--- src/rtl/alu_multicycle_pkg.sv ---
// Shared definitions for the multi-cycle execute-stage ALU.
// Holds the ALU operation encodings (names kept identical to the old
// ALU_* defines), the controller state type and opcode classifier helpers.
package alu_multicycle_pkg;

  localparam logic [3:0] ALU_ADD   = 4'd0;
  localparam logic [3:0] ALU_SUB   = 4'd1;
  localparam logic [3:0] ALU_AND   = 4'd2;
  localparam logic [3:0] ALU_OR    = 4'd3;
  localparam logic [3:0] ALU_SLT   = 4'd4;
  localparam logic [3:0] ALU_SLTU  = 4'd5;
  localparam logic [3:0] ALU_XOR   = 4'd6;
  localparam logic [3:0] ALU_NOR   = 4'd7;
  localparam logic [3:0] ALU_MULTU = 4'd8;
  localparam logic [3:0] ALU_DIVU  = 4'd9;

  typedef enum logic [1:0] {
    ST_IDLE = 2'd0,
    ST_BUSY = 2'd1,
    ST_DONE = 2'd2
  } alu_state_e;

  // True for the operations served by the iterative multiply/divide unit.
  function automatic logic is_multicycle(input logic [3:0] op);
    return (op == ALU_MULTU) || (op == ALU_DIVU);
  endfunction

  // Codes above DIVU have no meaning and are reported through bad_op.
  function automatic logic is_legal_op(input logic [3:0] op);
    return (op <= ALU_DIVU);
  endfunction

endpackage

--- src/rtl/alu_muldiv_iter.sv ---
// Iterative unsigned multiply (shift-add) / divide (restoring), one bit
// per cycle, WIDTH cycles per operation.
// Ports:
//   clk, rst      clock, synchronous active-high reset (aborts operation)
//   start         load operands and begin (ignored effect while busy)
//   is_div        1 = divide, 0 = multiply; captured on start
//   op_a, op_b    multiplicand/dividend and multiplier/divisor
//   done          high during the cycle whose step is the final one
//   lo_next       value the low register takes at the end of this cycle
//                 (product low half / quotient once done is high)
//   hi_next       same for the high register (product high / remainder)
module alu_muldiv_iter
  import alu_multicycle_pkg::*;
#(
  parameter int WIDTH = 32,
  parameter int CNT_W = $clog2(WIDTH) + 1
) (
  input  logic             clk,
  input  logic             rst,
  input  logic             start,
  input  logic             is_div,
  input  logic [WIDTH-1:0] op_a,
  input  logic [WIDTH-1:0] op_b,
  output logic             done,
  output logic [WIDTH-1:0] lo_next,
  output logic [WIDTH-1:0] hi_next
);

  // hi/lo form one 2*WIDTH shift register: {acc, multiplier} when
  // multiplying, {remainder, dividend/quotient} when dividing.
  logic [CNT_W-1:0] cnt_q, cnt_d;
  logic [WIDTH-1:0] hi_q, hi_d;
  logic [WIDTH-1:0] lo_q, lo_d;
  logic [WIDTH-1:0] b_q, b_d;
  logic             div_q, div_d;

  logic [WIDTH:0]   add_s;
  logic [WIDTH:0]   trial_s;
  logic [WIDTH:0]   diff_s;

  // One iteration step plus operand load.
  always_comb begin
    cnt_d   = cnt_q;
    hi_d    = hi_q;
    lo_d    = lo_q;
    b_d     = b_q;
    div_d   = div_q;
    add_s   = {1'b0, hi_q} + {1'b0, b_q};
    trial_s = {hi_q, lo_q[WIDTH-1]};
    diff_s  = trial_s - {1'b0, b_q};
    if (start) begin
      cnt_d = CNT_W'(WIDTH);
      hi_d  = {WIDTH{1'b0}};
      lo_d  = op_a;
      b_d   = op_b;
      div_d = is_div;
    end else if (cnt_q != {CNT_W{1'b0}}) begin
      cnt_d = cnt_q - CNT_W'(1);
      if (div_q) begin
        // A zero divisor always "fits": quotient fills with ones and the
        // dividend shifts unchanged into the remainder.
        if (trial_s >= {1'b0, b_q}) begin
          hi_d = diff_s[WIDTH-1:0];
          lo_d = {lo_q[WIDTH-2:0], 1'b1};
        end else begin
          hi_d = trial_s[WIDTH-1:0];
          lo_d = {lo_q[WIDTH-2:0], 1'b0};
        end
      end else begin
        // Carry out of the add becomes the new top bit after the shift.
        if (lo_q[0]) begin
          hi_d = add_s[WIDTH:1];
          lo_d = {add_s[0], lo_q[WIDTH-1:1]};
        end else begin
          hi_d = {1'b0, hi_q[WIDTH-1:1]};
          lo_d = {hi_q[0], lo_q[WIDTH-1:1]};
        end
      end
    end else begin
      cnt_d = {CNT_W{1'b0}};
    end
  end

  assign done    = (cnt_q == CNT_W'(1));
  assign lo_next = lo_d;
  assign hi_next = hi_d;

  // Datapath and counter registers.
  always_ff @(posedge clk) begin
    if (rst) begin
      cnt_q <= {CNT_W{1'b0}};
      hi_q  <= {WIDTH{1'b0}};
      lo_q  <= {WIDTH{1'b0}};
      b_q   <= {WIDTH{1'b0}};
      div_q <= 1'b0;
    end else begin
      cnt_q <= cnt_d;
      hi_q  <= hi_d;
      lo_q  <= lo_d;
      b_q   <= b_d;
      div_q <= div_d;
    end
  end

endmodule

--- src/rtl/alu_multicycle.sv ---
// Handshaked execute-stage ALU with single-cycle logic/arithmetic ops and
// iterative MULTU/DIVU producing a HI/LO pair.
// Ports:
//   clk, rst            clock, synchronous active-high reset
//   in_valid/in_ready   request handshake; accept = in_valid & in_ready
//   alu_op, in1, in2    operation and operands, captured on accept
//   out_valid/out_ready result handshake; outputs held until out_ready
//   result, result_hi   LO/primary result and HI (product high/remainder)
//   zero, overflow      result==0, signed overflow for ADD/SUB
//   bad_op              opcode outside the defined set
module alu_multicycle
  import alu_multicycle_pkg::*;
#(
  parameter int WIDTH = 32,
  parameter int CNT_W = $clog2(WIDTH) + 1
) (
  input  logic             clk,
  input  logic             rst,
  input  logic             in_valid,
  output logic             in_ready,
  input  logic [3:0]       alu_op,
  input  logic [WIDTH-1:0] in1,
  input  logic [WIDTH-1:0] in2,
  output logic             out_valid,
  input  logic             out_ready,
  output logic [WIDTH-1:0] result,
  output logic [WIDTH-1:0] result_hi,
  output logic             zero,
  output logic             overflow,
  output logic             bad_op
);

  alu_state_e       state_q, state_d;
  logic [WIDTH-1:0] result_q, result_d;
  logic [WIDTH-1:0] result_hi_q, result_hi_d;
  logic             zero_q, zero_d;
  logic             overflow_q, overflow_d;
  logic             bad_op_q, bad_op_d;
  logic             out_valid_q, out_valid_d;

  logic             accept_s;
  logic             mdu_start_s;
  logic             mdu_done_s;
  logic [WIDTH-1:0] mdu_lo_s;
  logic [WIDTH-1:0] mdu_hi_s;

  logic [WIDTH-1:0] sum_s;
  logic [WIDTH-1:0] diff_s;
  logic [WIDTH-1:0] sc_result_s;
  logic             sc_ovf_s;

  assign in_ready    = (state_q == ST_IDLE) | ((state_q == ST_DONE) & out_ready);
  assign accept_s    = in_valid & in_ready;
  assign mdu_start_s = accept_s & is_multicycle(alu_op);

  alu_muldiv_iter #(
    .WIDTH (WIDTH),
    .CNT_W (CNT_W)
  ) u_muldiv (
    .clk     (clk),
    .rst     (rst),
    .start   (mdu_start_s),
    .is_div  (alu_op == ALU_DIVU),
    .op_a    (in1),
    .op_b    (in2),
    .done    (mdu_done_s),
    .lo_next (mdu_lo_s),
    .hi_next (mdu_hi_s)
  );

  assign sum_s  = in1 + in2;
  assign diff_s = in1 - in2;

  // Single-cycle result and overflow for the current request.
  always_comb begin
    sc_result_s = {WIDTH{1'b0}};
    sc_ovf_s    = 1'b0;
    case (alu_op)
      ALU_ADD: begin
        sc_result_s = sum_s;
        sc_ovf_s    = (in1[WIDTH-1] == in2[WIDTH-1]) && (sum_s[WIDTH-1] != in1[WIDTH-1]);
      end
      ALU_SUB: begin
        sc_result_s = diff_s;
        sc_ovf_s    = (in1[WIDTH-1] != in2[WIDTH-1]) && (diff_s[WIDTH-1] != in1[WIDTH-1]);
      end
      ALU_AND:  sc_result_s = in1 & in2;
      ALU_OR:   sc_result_s = in1 | in2;
      ALU_SLT:  sc_result_s = {{(WIDTH-1){1'b0}}, ($signed(in1) < $signed(in2))};
      ALU_SLTU: sc_result_s = {{(WIDTH-1){1'b0}}, (in1 < in2)};
      ALU_XOR:  sc_result_s = in1 ^ in2;
      ALU_NOR:  sc_result_s = ~(in1 | in2);
      default: begin
        sc_result_s = {WIDTH{1'b0}};
        sc_ovf_s    = 1'b0;
      end
    endcase
  end

  // Controller next state and next output register values.
  always_comb begin
    state_d     = state_q;
    result_d    = result_q;
    result_hi_d = result_hi_q;
    zero_d      = zero_q;
    overflow_d  = overflow_q;
    bad_op_d    = bad_op_q;
    out_valid_d = out_valid_q;
    if (accept_s) begin
      // Accept is only possible from IDLE or a DONE being drained, which
      // covers the back-to-back case.
      if (is_multicycle(alu_op)) begin
        state_d     = ST_BUSY;
        out_valid_d = 1'b0;
      end else begin
        state_d     = ST_DONE;
        out_valid_d = 1'b1;
        result_d    = sc_result_s;
        result_hi_d = {WIDTH{1'b0}};
        zero_d      = (sc_result_s == {WIDTH{1'b0}});
        overflow_d  = sc_ovf_s;
        bad_op_d    = !is_legal_op(alu_op);
      end
    end else begin
      case (state_q)
        ST_BUSY: begin
          if (mdu_done_s) begin
            state_d     = ST_DONE;
            out_valid_d = 1'b1;
            result_d    = mdu_lo_s;
            result_hi_d = mdu_hi_s;
            zero_d      = (mdu_lo_s == {WIDTH{1'b0}});
            overflow_d  = 1'b0;
            bad_op_d    = 1'b0;
          end else begin
            state_d = ST_BUSY;
          end
        end
        ST_DONE: begin
          if (out_ready) begin
            state_d     = ST_IDLE;
            out_valid_d = 1'b0;
          end else begin
            state_d = ST_DONE;
          end
        end
        ST_IDLE: state_d = ST_IDLE;
        default: begin
          state_d     = ST_IDLE;
          out_valid_d = 1'b0;
        end
      endcase
    end
  end

  // Controller state and registered outputs.
  always_ff @(posedge clk) begin
    if (rst) begin
      state_q     <= ST_IDLE;
      result_q    <= {WIDTH{1'b0}};
      result_hi_q <= {WIDTH{1'b0}};
      zero_q      <= 1'b0;
      overflow_q  <= 1'b0;
      bad_op_q    <= 1'b0;
      out_valid_q <= 1'b0;
    end else begin
      state_q     <= state_d;
      result_q    <= result_d;
      result_hi_q <= result_hi_d;
      zero_q      <= zero_d;
      overflow_q  <= overflow_d;
      bad_op_q    <= bad_op_d;
      out_valid_q <= out_valid_d;
    end
  end

  assign result    = result_q;
  assign result_hi = result_hi_q;
  assign zero      = zero_q;
  assign overflow  = overflow_q;
  assign bad_op    = bad_op_q;
  assign out_valid = out_valid_q;

endmodule

--- config.mk ---
export PLATFORM = sky130hd
export DESIGN_NAME = alu_multicycle
export DESIGN_NICKNAME = d
export VERILOG_FILES = /design/src/rtl/alu_multicycle_pkg.sv /design/src/rtl/alu_muldiv_iter.sv /design/src/rtl/alu_multicycle.sv
export SDC_FILE = /design/constraint.sdc
export NUM_CORES = 1
export LEC_CHECK = 0
export ABC_AREA = 0
export CAP_MARGIN = 10
export CORE_ASPECT_RATIO = 0.8
export CORE_MARGIN = 2
export CORE_UTILIZATION = 50
export DETAILED_ROUTE_END_ITERATION = 8
export GPL_TIMING_DRIVEN = 0
export PLACE_DENSITY_LB_ADDON = 0.1
export SLEW_MARGIN = 40
export SYNTH_ARGS = -nofsm -noshare
export SYNTH_HDL_FRONTEND = slang
export SYNTH_SLANG_ARGS = --single-unit
--- constraint.sdc ---
create_clock -name clk -period 7.94 [get_ports clk]
set_input_delay 2.382 -clock clk [delete_from_list [all_inputs] [get_ports clk]]
set_output_delay 2.382 -clock clk [all_outputs]
set_load 0.05 [all_outputs]
# [Word-level counts from Yosys, hierarchy flattened]
# Index checks and enable logic that the tools add are counted.
[word_totals] register_bits=173
[op_classes] eq_ne=20 n_reduce_logical=14 n_addsub=5 n_bitwise=9 mux=42 order_cmp=4
[ops] op="2-to-1 mux 32 bit" n=17
[ops] op="one-hot mux 32 bit (8 select lines)" n=1
[ops] op="zero test 32 bit" n=2
[ops] op="< comparator 32 bit" n=2
[ops] op="subtractor 32 bit" n=2
[ops] op="adder 32 x 32 -> 33 bit" n=1
[ops] op="greater-or-equal comparator 33 x 32 -> 1 bit" n=1
[ops] op="adder 32 bit" n=1
[ops] op="AND 32 bit" n=1
[ops] op="NOT 32 bit" n=1
[ops] op="OR 32 bit" n=1
[ops] op="bitwise XOR 32 bit" n=1
[ops] op="== test 4 x 3 -> 1 bit (second input constant)" n=4
[ops] op="2-to-1 mux 1 bit" n=15
[ops] op="2-to-1 mux 6 bit" n=2
[ops] op="== test 4 x 2 -> 1 bit (second input constant)" n=2
[ops] op="== test 4 bit (second input constant)" n=2
[ops] op="2-to-1 mux 2 bit" n=4
[ops] op="== test 6 x 1 -> 1 bit (second input constant)" n=1
[ops] op="inequality test 3 bit (second input constant)" n=2
[ops] op="AND reduction 3 bit" n=2
[ops] op="nonzero test 6 bit" n=1
[ops] op="subtractor 6 x 1 -> 6 bit (second input constant)" n=1
[ops] op="== test 4 x 1 -> 1 bit (second input constant)" n=1
[ops] op="other kinds (19)" n=26

# [Longest topological paths before layout]
# Gate-level depths: netlist of the first run.
[logic_depth] ltp_word=10 mapped_depth=15 mapped_depth_nobuf=15

# [Hierarchy]
# Synthesis of the first run repeated with hierarchy kept, for this count alone.
[unflattened] hier_cells=2493 hier_area_um2=17972.2
[modules_own_cells] mod="alu_muldiv_iter" area_each_um2=9062.4 seq_area_each_um2=2062.0 n_inst=1 cells_per_inst=1225
[modules_own_cells] mod="alu_multicycle" area_each_um2=8909.8 seq_area_each_um2=1401.3 n_inst=1 cells_per_inst=1268

# [Worst setup path before layout of the first run]
# Ideal clock, no wire load.
[synth_path] path_kind="input to register" start="input in1[0]" end="register zero_q (netlist: zero)" path_buffers=0 cell_stages=14 slack_ns=2.305 t_arrival_ns=5.550 cell_sequence="inv_1 ha_1 fa_1 o21ba_1 o311a_1 a21o_1 or4_4 a21oi_4 nand2_2 a21oi_2 or4b_1 nor4_1 nand4b_1 o31ai_2"
[synth_via] elab_chain_cells=6
[synth_lines] element="from (decl)" line_no="alu_multicycle.sv:22" source="input logic [WIDTH-1:0] in1,"
[synth_lines] element="branches (longest 5 deep; another with subtractor 32 bit)"
[synth_lines] element="2-to-1 mux 1 bit *" line_no="alu_multicycle.sv:109" source="if (accept_s) begin"
[synth_lines] element="to (signal assigned)" line_no="alu_multicycle.sv:170" source="zero_q <= zero_d;"
[synth_lines] element="to (decl)" line_no="alu_multicycle.sv:36" source="logic zero_q, zero_d;"
# Every way passes the cells marked *. The select of a mux whose other input is x is not followed.
# A chain may end at the register's enable or synchronous reset.

# [Worst setup path in the final report of the first run]
[layout_path] start="input alu_op[0]" end="register zero_q (netlist: zero)"
[layout_via] elab_chain_cells=8
[layout_lines] element="from (decl)" line_no="alu_multicycle.sv:21" source="input logic [3:0] alu_op,"
[layout_lines] element="== test 4 bit" line_no="alu_multicycle_pkg.sv:25" source="return (op == ALU_MULTU) || (op == ALU_DIVU);"
[layout_lines] element="logical OR 1 bit" line_no="alu_multicycle_pkg.sv:25"
[layout_lines] element="AND 1 bit" line_no="alu_multicycle.sv:54" source="assign mdu_start_s = accept_s & is_multicycle(alu_op);"
[layout_lines] element="2-to-1 mux 32 bit" line_no="alu_muldiv_iter.sv:51" source="if (start) begin"
[layout_lines] element="zero test 32 bit" line_no="alu_multicycle.sv:132" source="zero_d = (mdu_lo_s == {WIDTH{1'b0}});"
[layout_lines] element="2-to-1 mux 1 bit" line_no="alu_multicycle.sv:127" source="if (mdu_done_s) begin"
[layout_lines] element="2-to-1 mux 1 bit" line_no="alu_multicycle.sv:125" source="case (state_q)"
[layout_lines] element="2-to-1 mux 1 bit" line_no="alu_multicycle.sv:109"
# Parallel ways exist; a longest one is shown, timed or not. The select of a mux whose other input is x is not followed.

==> flow_summary_export.csv, run 1 <==
group,metric,value,unit
critical_path,rr_worst_depth,12,
routing,drt-total-wl,78.33,mm
global_routing,grt_use_total,0.4215,
min_path,hold_depth,2,
synth,synth_top_family_by_area,"compound AO/OA/AOI/OAI gates",
synth,yosysWarnings,0,
timing,hold_viol,0,
clock_network,cts_buffers,17,
clock_network,cts_root_buffer,"clkbuf_16",
clock_network,cts_setup_buffers,0,
critical_path,crit_buf_inv,5,
clock_network,cts_resized,0,
synth,synthAdderAreaFrac,0.1355,
floorplanning,die_h,171.3,um
clock_network,cts_tree,"done",
placed_design,hpwl,63.41,mm
critical_path,cp.required,8.32,ns
global_routing,grt_pass1_wl,113.9,mm
clock_network,cts_hold_buf,0,
synth,synth_edf_count,0,
synth,synth.cell_area,17490,um2
run_status,status,"completed",
floorplanning,die_w,213.1,um
clock_network,clock_sinks,173,
critical_path,arrival,7.93,ns
routing,viasPerCell,6.571,
synth,synth_common_cells,"nand2_1 (277), a21oi_1 (259), nor2_1 (219), ha_1 (183), dfxtp_1 (173)",
routing,drc_errors,0,
timing,worst_slew_pin_slew,0.9125,ns
synth,yosys.area.top_type,"dfxtp_1",
flow_run,drv_cap,0,
layout,syn_to_final_growth,15.08,%
routing,first_iter_violations,2758,
routing,dr_total_vias,20113,
synth,ys_ff_latch,173,
placed_design,preCtsSetupSlack,0.2897,ns
critical_path,r2r_slack,2.10,ns
critical_path,critPathTopFamily,"buffers and inverters",
layout,nNetsFinal,2833,
critical_path,endpoint,"zero$_SDFFE_PP0P_",
placed_design,placed_cells,3025,
critical_path,path_max_fanout,10,
critical_path,timing.rr.start,"u_muldiv.hi_q[2]$_SDFF_PP0_",
critical_path,slowest_delay,0.76,ns
floorplanning,dieArea,36490,um2
floorplanning,rows,61,
timing,timing.slew.headroom,0.3852,
power_and_ir_drop,power.density,269.5,nW/um2
global_routing,antenna_found_initial,4,
synth,synth.area.mux_share,0.04601,
synth,syn_avg_cell_area,7.243,um2
synth,syn-num-nets,2673,
global_routing,grt_max_degree,17,
timing,setup_tns,0,ns
critical_path,worst-path-stages,13,
floorplanning,io_pins,141,
floorplanning,start_util,0.5057,
routing,avgRoutedWirePerCell,25.59,um
global_routing,grt.overflow.total,0,
power_and_ir_drop,leakagePower,8.097,nW
timing,period_share,0.9503,
clock_network,clk_pin_slew,0.07,ns
critical_path,cp-startpoint,"alu_op[0]",
synth,synth_cell_types,100,
placed_design,portBuffers,139,
synth,synth_xor_area_frac,0.05109,
critical_path,r2r_end,"result_hi[31]$_SDFFE_PP0P_",
clock_network,cts.path.max_buffers,2,
clock_network,h-tree-depth,4,
routing,ant_nets,0,
timing,layout_setup_ws,0.3944,ns
synth,synth-main-ff-cell,"dfxtp_1",
timing,setup_viol,0,
critical_path,cp_slowest_cell,"buf_1",
critical_path,critPathLaunchType,"primary input",
power_and_ir_drop,peakVddDrop,0.0002761,V
placed_design,gp_congestion,1.078,
synth,synth.most_common_cell,"nand2_1",
synth,synth_top_area_share,0.1981,
critical_path,cp-end-kind,"flip-flop",
clock_network,insertion_delay,0.47,ns
critical_path,crit_top_cell,"clkbuf_1",
layout,layout-drive-gt1-share,0.03906,
global_routing,grt_pass1_vias,18121,
synth,seq_area_frac_synth,0.1981,
min_path,min_path_type,"flip-flop to flip-flop",
timing,slew_viol_final,0,
synth,synthSimpleGateAreaFrac,0.2009,
synth,synth_compound_area_frac,0.2966,
layout,final_cell_count_no_fill,3061,
timing,finClkSkew,0.01651,ns
timing,rsz0062_at_grt,"no",
timing,fmax,132.5,MHz
synth,async_reset_ff_frac,0,
floorplanning,core,34570,um2
timing,fin_crit,7.546,ns
synth,synthTopCellsByArea,"dfxtp_1 (20%), ha_1 (13%), a21oi_1 (7.4%)",
critical_path,crit_chain,"clkdlybuf4s50_1, clkbuf_1, clkbuf_1, buf_1, clkbuf_1, o21ai_0, nand2_1, nand3_1, nor4_1, nand4_1, nor4_1, nand4b_1, o31ai_2",
synth,syn_inst,2414,
routing,first_pass_iters,7,
critical_path,worstSetupPathType,"primary input to flip-flop",
-- worst min-delay path by stage --
stage / from / to / slack [ns]
CTS: result_hi[19]$_SDFFE_PP0P_ / result_hi[19]$_SDFFE_PP0P_ / 0.45
global placement: result_hi[12]$_SDFFE_PP0P_ / result_hi[12]$_SDFFE_PP0P_ / 0.44
detailed placement: result_hi[19]$_SDFFE_PP0P_ / result_hi[19]$_SDFFE_PP0P_ / 0.44
floorplan: u_muldiv.cnt_q[0]$_SDFF_PP0_ / u_muldiv.cnt_q[0]$_SDFF_PP0_ / 0.44
finish: result_hi[19]$_SDFFE_PP0P_ / result_hi[19]$_SDFFE_PP0P_ / 0.45
global route: result_hi[12]$_SDFFE_PP0P_ / result_hi[12]$_SDFFE_PP0P_ / 0.47
-- cells in the final DEF (no fill, tap or decap), types with 10 or more instances in the layout --
cell type / n
nand4_1: 14
nand3_1: 46
and3_1: 17
o31ai_1: 26
o21ai_1: 22
xor2_1: 28
and2_1: 15
o211ai_1: 55
buf_2: 12
xnor2_1: 74
inv_1: 161
a22oi_1: 13
clkbuf_16: 17
clkbuf_1: 107
o21ai_0: 120
or3_1: 15
a21oi_1: 258
nor3_1: 58
nand2_1: 277
o21a_1: 15
ha_1: 183
mux2i_1: 77
nand2b_1: 21
buf_1: 14
dfxtp_1: 173
nor2_1: 216
nor2b_1: 22
a211oi_1: 47
o21bai_1: 18
clkdlybuf4s50_1: 139
a31oi_1: 34
a21o_1: 48
nor4_1: 20
o22ai_1: 13
a22o_1: 10
-- cell type report --
class,count,area (um2)
Antenna cell,3,7.507
Clock inverter,12,138.9
Tap cell,472,590.6
Fill cell,3360,14450
Timing Repair Buffer,141,1410
Multi-Input combinational cell,1933,12810
Sequential cell,173,3463
Buffer,144,644.4
Clock buffer,19,442.9
Inverter,164,615.6
-- metrics by stage --
step | power [mW] | hold slack, ns | utilization | cell area [um2]
after global routing | 5.640 | 0.4707 | 0.5818 | 20120
final | 5.424 | 0.4491 | 0.5820 | 20120
after detailed placement | 4.335 | 0.4386 | 0.5640 | 19500
after global placement | 4.291 | 0.4353 | 0.5631 | 19470
after CTS | 5.207 | 0.4483 | 0.5809 | 20080
after floorplan | 3.283 | 0.4409 | - | 17490
-- worst min-delay path, stage by stage (launching register included) --
cell and delay [ns]:
dfxtp_1 0.31, nand2_1 0.05, o21ai_1 0.05
-- metal layers --
| metal | track usage | part of all wire | vias to the layer above |
|---|---|---|---|
| met4 | 0.1526 | 0.034 | 2 |
| met5 | 0 | 0.00010 | - |
| li1 | - | - | 9012 |
| met2 | 0.5448 | 0.37 | 1461 |
| met1 | 0.6088 | 0.44 | 9466 |
| met3 | 0.1740 | 0.16 | 172 |
-- power breakdown --
part           total, mW  switching [mW]  internal (mW)
Sequential          1.13           0.147          0.983
Clock              0.868           0.395          0.474
Combinational       3.42            2.30           1.13
Total               5.42            2.84           2.59
-- sequential cells by signal, indices dropped and copies added, names as in the netlist --
name,cells
bad_op,1
out_valid,1
overflow,1
result,32
result_hi,32
state_q,2
u_muldiv.b_q,32
u_muldiv.cnt_q,6
u_muldiv.div_q,1
u_muldiv.hi_q,32
u_muldiv.lo_q,32
zero,1
-- kinds of logic after synthesis --
logic type,Yosys count
muxes,80
adders and majority gates,187
buffers and inverters,308
DFF,173
xor gates and xnor gates,102
AOI/OAI and AO/OA,797
and+or+nand+nor,767
No activity file was read; power rests on OpenSTA's default activity.
==> run 2, diff against run 1 <==
--- a/config.mk
+++ b/config.mk
@@ -12,7 +12,7 @@
 export CORE_UTILIZATION = 50
 export DETAILED_ROUTE_END_ITERATION = 8
 export GPL_TIMING_DRIVEN = 0
-export PLACE_DENSITY_LB_ADDON = 0.1
+export PLACE_DENSITY = 0.67
 export SLEW_MARGIN = 40
 export SYNTH_ARGS = -nofsm -noshare
 export SYNTH_HDL_FRONTEND = slang
==> constraint.sdc (replaced) <==
create_clock -name clk -period 8.69 [get_ports clk]
set_input_delay 1.3035 -clock clk [delete_from_list [all_inputs] [get_ports clk]]
set_output_delay 1.3035 -clock clk [all_outputs]
set_load 0.05 [all_outputs]
==> flow_summary_export.csv, run 2 (synthesized netlist as in run 1, its figures left out) <==
group,metric,value,unit
critical_path,rr_worst_depth,12,
clock_network,cts_hold_buf,0,
critical_path,endpoint,"zero$_SDFFE_PP0P_",
critical_path,cp-startpoint,"alu_op[0]",
timing,finClkSkew,0.01186,ns
routing,viasPerCell,6.577,
power_and_ir_drop,seqPwrFrac,0.210,
timing,fmax,154.6,MHz
clock_network,cts_setup_buffers,0,
global_routing,met2_usage,0.5591,
critical_path,path_max_fanout,10,
placed_design,portBuffers,139,
critical_path,crit_buf_inv,5,
timing,timing.slew.headroom,0.3464,
critical_path,cp-end-kind,"flip-flop",
timing,hold_viol,0,
global_routing,met1_usage,0.6247,
floorplanning,die_w,213.1,um
layout,nNetsFinal,2832,
clock_network,cts_root_buffer,"clkbuf_16",
power_and_ir_drop,p_clk_frac,0.157,
power_and_ir_drop,peakVddDrop,0.0002084,V
power_and_ir_drop,switchingPower,2.610,mW
floorplanning,die_h,171.3,um
floorplanning,io_pins,141,
clock_network,cts_resized,0,
clock_network,clock_sinks,173,
floorplanning,rows,61,
power_and_ir_drop,leakagePower,8.093,nW
power_and_ir_drop,swShare,0.5298,
clock_network,cts.path.max_buffers,2,
routing,first_pass_iters,6,
critical_path,cp_slowest_cell,"buf_1",
critical_path,timing.rr.start,"u_muldiv.hi_q[2]$_SDFF_PP0_",
timing,slew_viol_final,0,
timing,period_share,0.7444,
run_status,status,"completed",
global_routing,grt_pass1_wl,114.0,mm
min_path,min_path_type,"flip-flop to flip-flop",
layout,finalCoreUtilization,0.5813,
routing,ant_nets,0,
critical_path,slowest_delay,0.74,ns
flow_run,drv_cap,0,
timing,setup_viol,0,
critical_path,cp.required,9.07,ns
critical_path,critPathTopFamily,"buffers and inverters",
critical_path,critPathLaunchType,"primary input",
routing,avgRoutedWirePerCell,25.40,um
routing,dr_total_vias,20112,
clock_network,cts_buffers,17,
global_routing,use_met3,0.1300,
timing,rsz0062_at_grt,"no",
global_routing,busiest_layer,"met1",
global_routing,grt.overflow.total,0,
routing,first_iter_violations,3180,
power_and_ir_drop,p_int,2.317,mW
layout,final_cell_count_no_fill,3058,
clock_network,h-tree-depth,4,
power_and_ir_drop,power_frac_comb,0.633,
min_path,hold_depth,2,
clock_network,cts_tree,"done",
routing,drt-total-wl,77.68,mm
critical_path,r2r_slack,2.88,ns
global_routing,grt_max_degree,19,
clock_network,insertion_delay,0.47,ns
timing,setup_tns,0,ns
placed_design,gp_congestion,1.066,
critical_path,worst-path-stages,13,
layout,syn_to_final_growth,14.93,%
layout,insertedDiodeCount,0,
critical_path,r2r_end,"result_hi[31]$_SDFFE_PP0P_",
layout,layout_commonest_cell,"nand2_1",
global_routing,grt_pass1_vias,18261,
clock_network,clk_pin_slew,0.08,ns
timing,worst_slew_pin_slew,0.9714,ns
placed_design,placed_cells,3025,
critical_path,crit_chain,"clkdlybuf4s50_1, clkbuf_1, clkbuf_2, buf_1, clkbuf_1, o21ai_0, nand2_1, nand3_1, nor4_1, nand4_1, nor4_1, nand4b_1, o31ai_2",
layout,nFillCells,3325,
critical_path,worstSetupPathType,"primary input to flip-flop",
power_and_ir_drop,power.density,245.2,nW/um2
placed_design,hpwl,62.77,mm
layout,mostFrequentLayoutCells,"nand2_1 (277), a21oi_1 (259), nor2_1 (216)",
floorplanning,core,34570,um2
floorplanning,dieArea,36490,um2
timing,whs,0.4522,ns
layout,layout-drive-gt1-share,0.03867,
global_routing,grt_use_total,0.4205,
timing,fin_crit,6.469,ns
routing,drc_errors,0,
floorplanning,start_util,0.5057,
global_routing,antenna_found_initial,1,
critical_path,arrival,6.85,ns
run 2: per-stage QoR:
step                cell area [um2]  setup slack [ns]  power (mW)
floorplan                     17490             4.134       3.000
global placement              19470             1.973       3.928
detailed placement            19500             2.319       3.951
CTS                           20080             2.796       4.731
global route                  20100             2.342       5.135
finish                        20100             2.221       4.927
run 2: layout make-up:
cell class	count	area [um2]	area share
buffer	144	644.4	0.03206
sequential	173	3463	0.1723
multi-input combinational	1933	12800	0.6370
timing repair buffer	140	1403	0.06979
inverter	164	615.6	0.03063
tap	472	590.6	0.02939
clock buffer	18	439.2	0.02185
clock inverter	14	140.1	0.006973
run 2: power groups by stage:
stage	clock network [mW]	logic (mW)	registers, mW
finish	0.776	3.12	1.03
global route	0.802	3.29	1.04
CTS	0.773	2.93	1.03
detailed placement	0	2.91	1.04
global placement	0	2.89	1.04
floorplan	0	1.97	1.03
run 2: metal layers:
| metal | vias up | part of all wire |
|---|---|---|
| met2 | 1445 | 0.38 |
| met3 | 188 | 0.15 |
| met1 | 9486 | 0.44 |
| met5 | - | 0.00013 |
| li1 | 8991 | - |
| met4 | 2 | 0.034 |
run 2: worst min path at each step:
stage	slack (ns)	start	endpoint
after floorplan	0.44	u_muldiv.cnt_q[0]$_SDFF_PP0_	u_muldiv.cnt_q[0]$_SDFF_PP0_
after global placement	0.44	result_hi[23]$_SDFFE_PP0P_	result_hi[23]$_SDFFE_PP0P_
after detailed placement	0.44	result_hi[19]$_SDFFE_PP0P_	result_hi[19]$_SDFFE_PP0P_
after CTS	0.45	result_hi[19]$_SDFFE_PP0P_	result_hi[19]$_SDFFE_PP0P_
after global routing	0.47	result_hi[31]$_SDFFE_PP0P_	result_hi[31]$_SDFFE_PP0P_
final	0.45	result_hi[19]$_SDFFE_PP0P_	result_hi[19]$_SDFFE_PP0P_
run 2: worst min-delay path, stage by stage (launching register included):
cell and delay [ns]:
dfxtp_1 0.31, nand2_1 0.05, o21ai_1 0.05
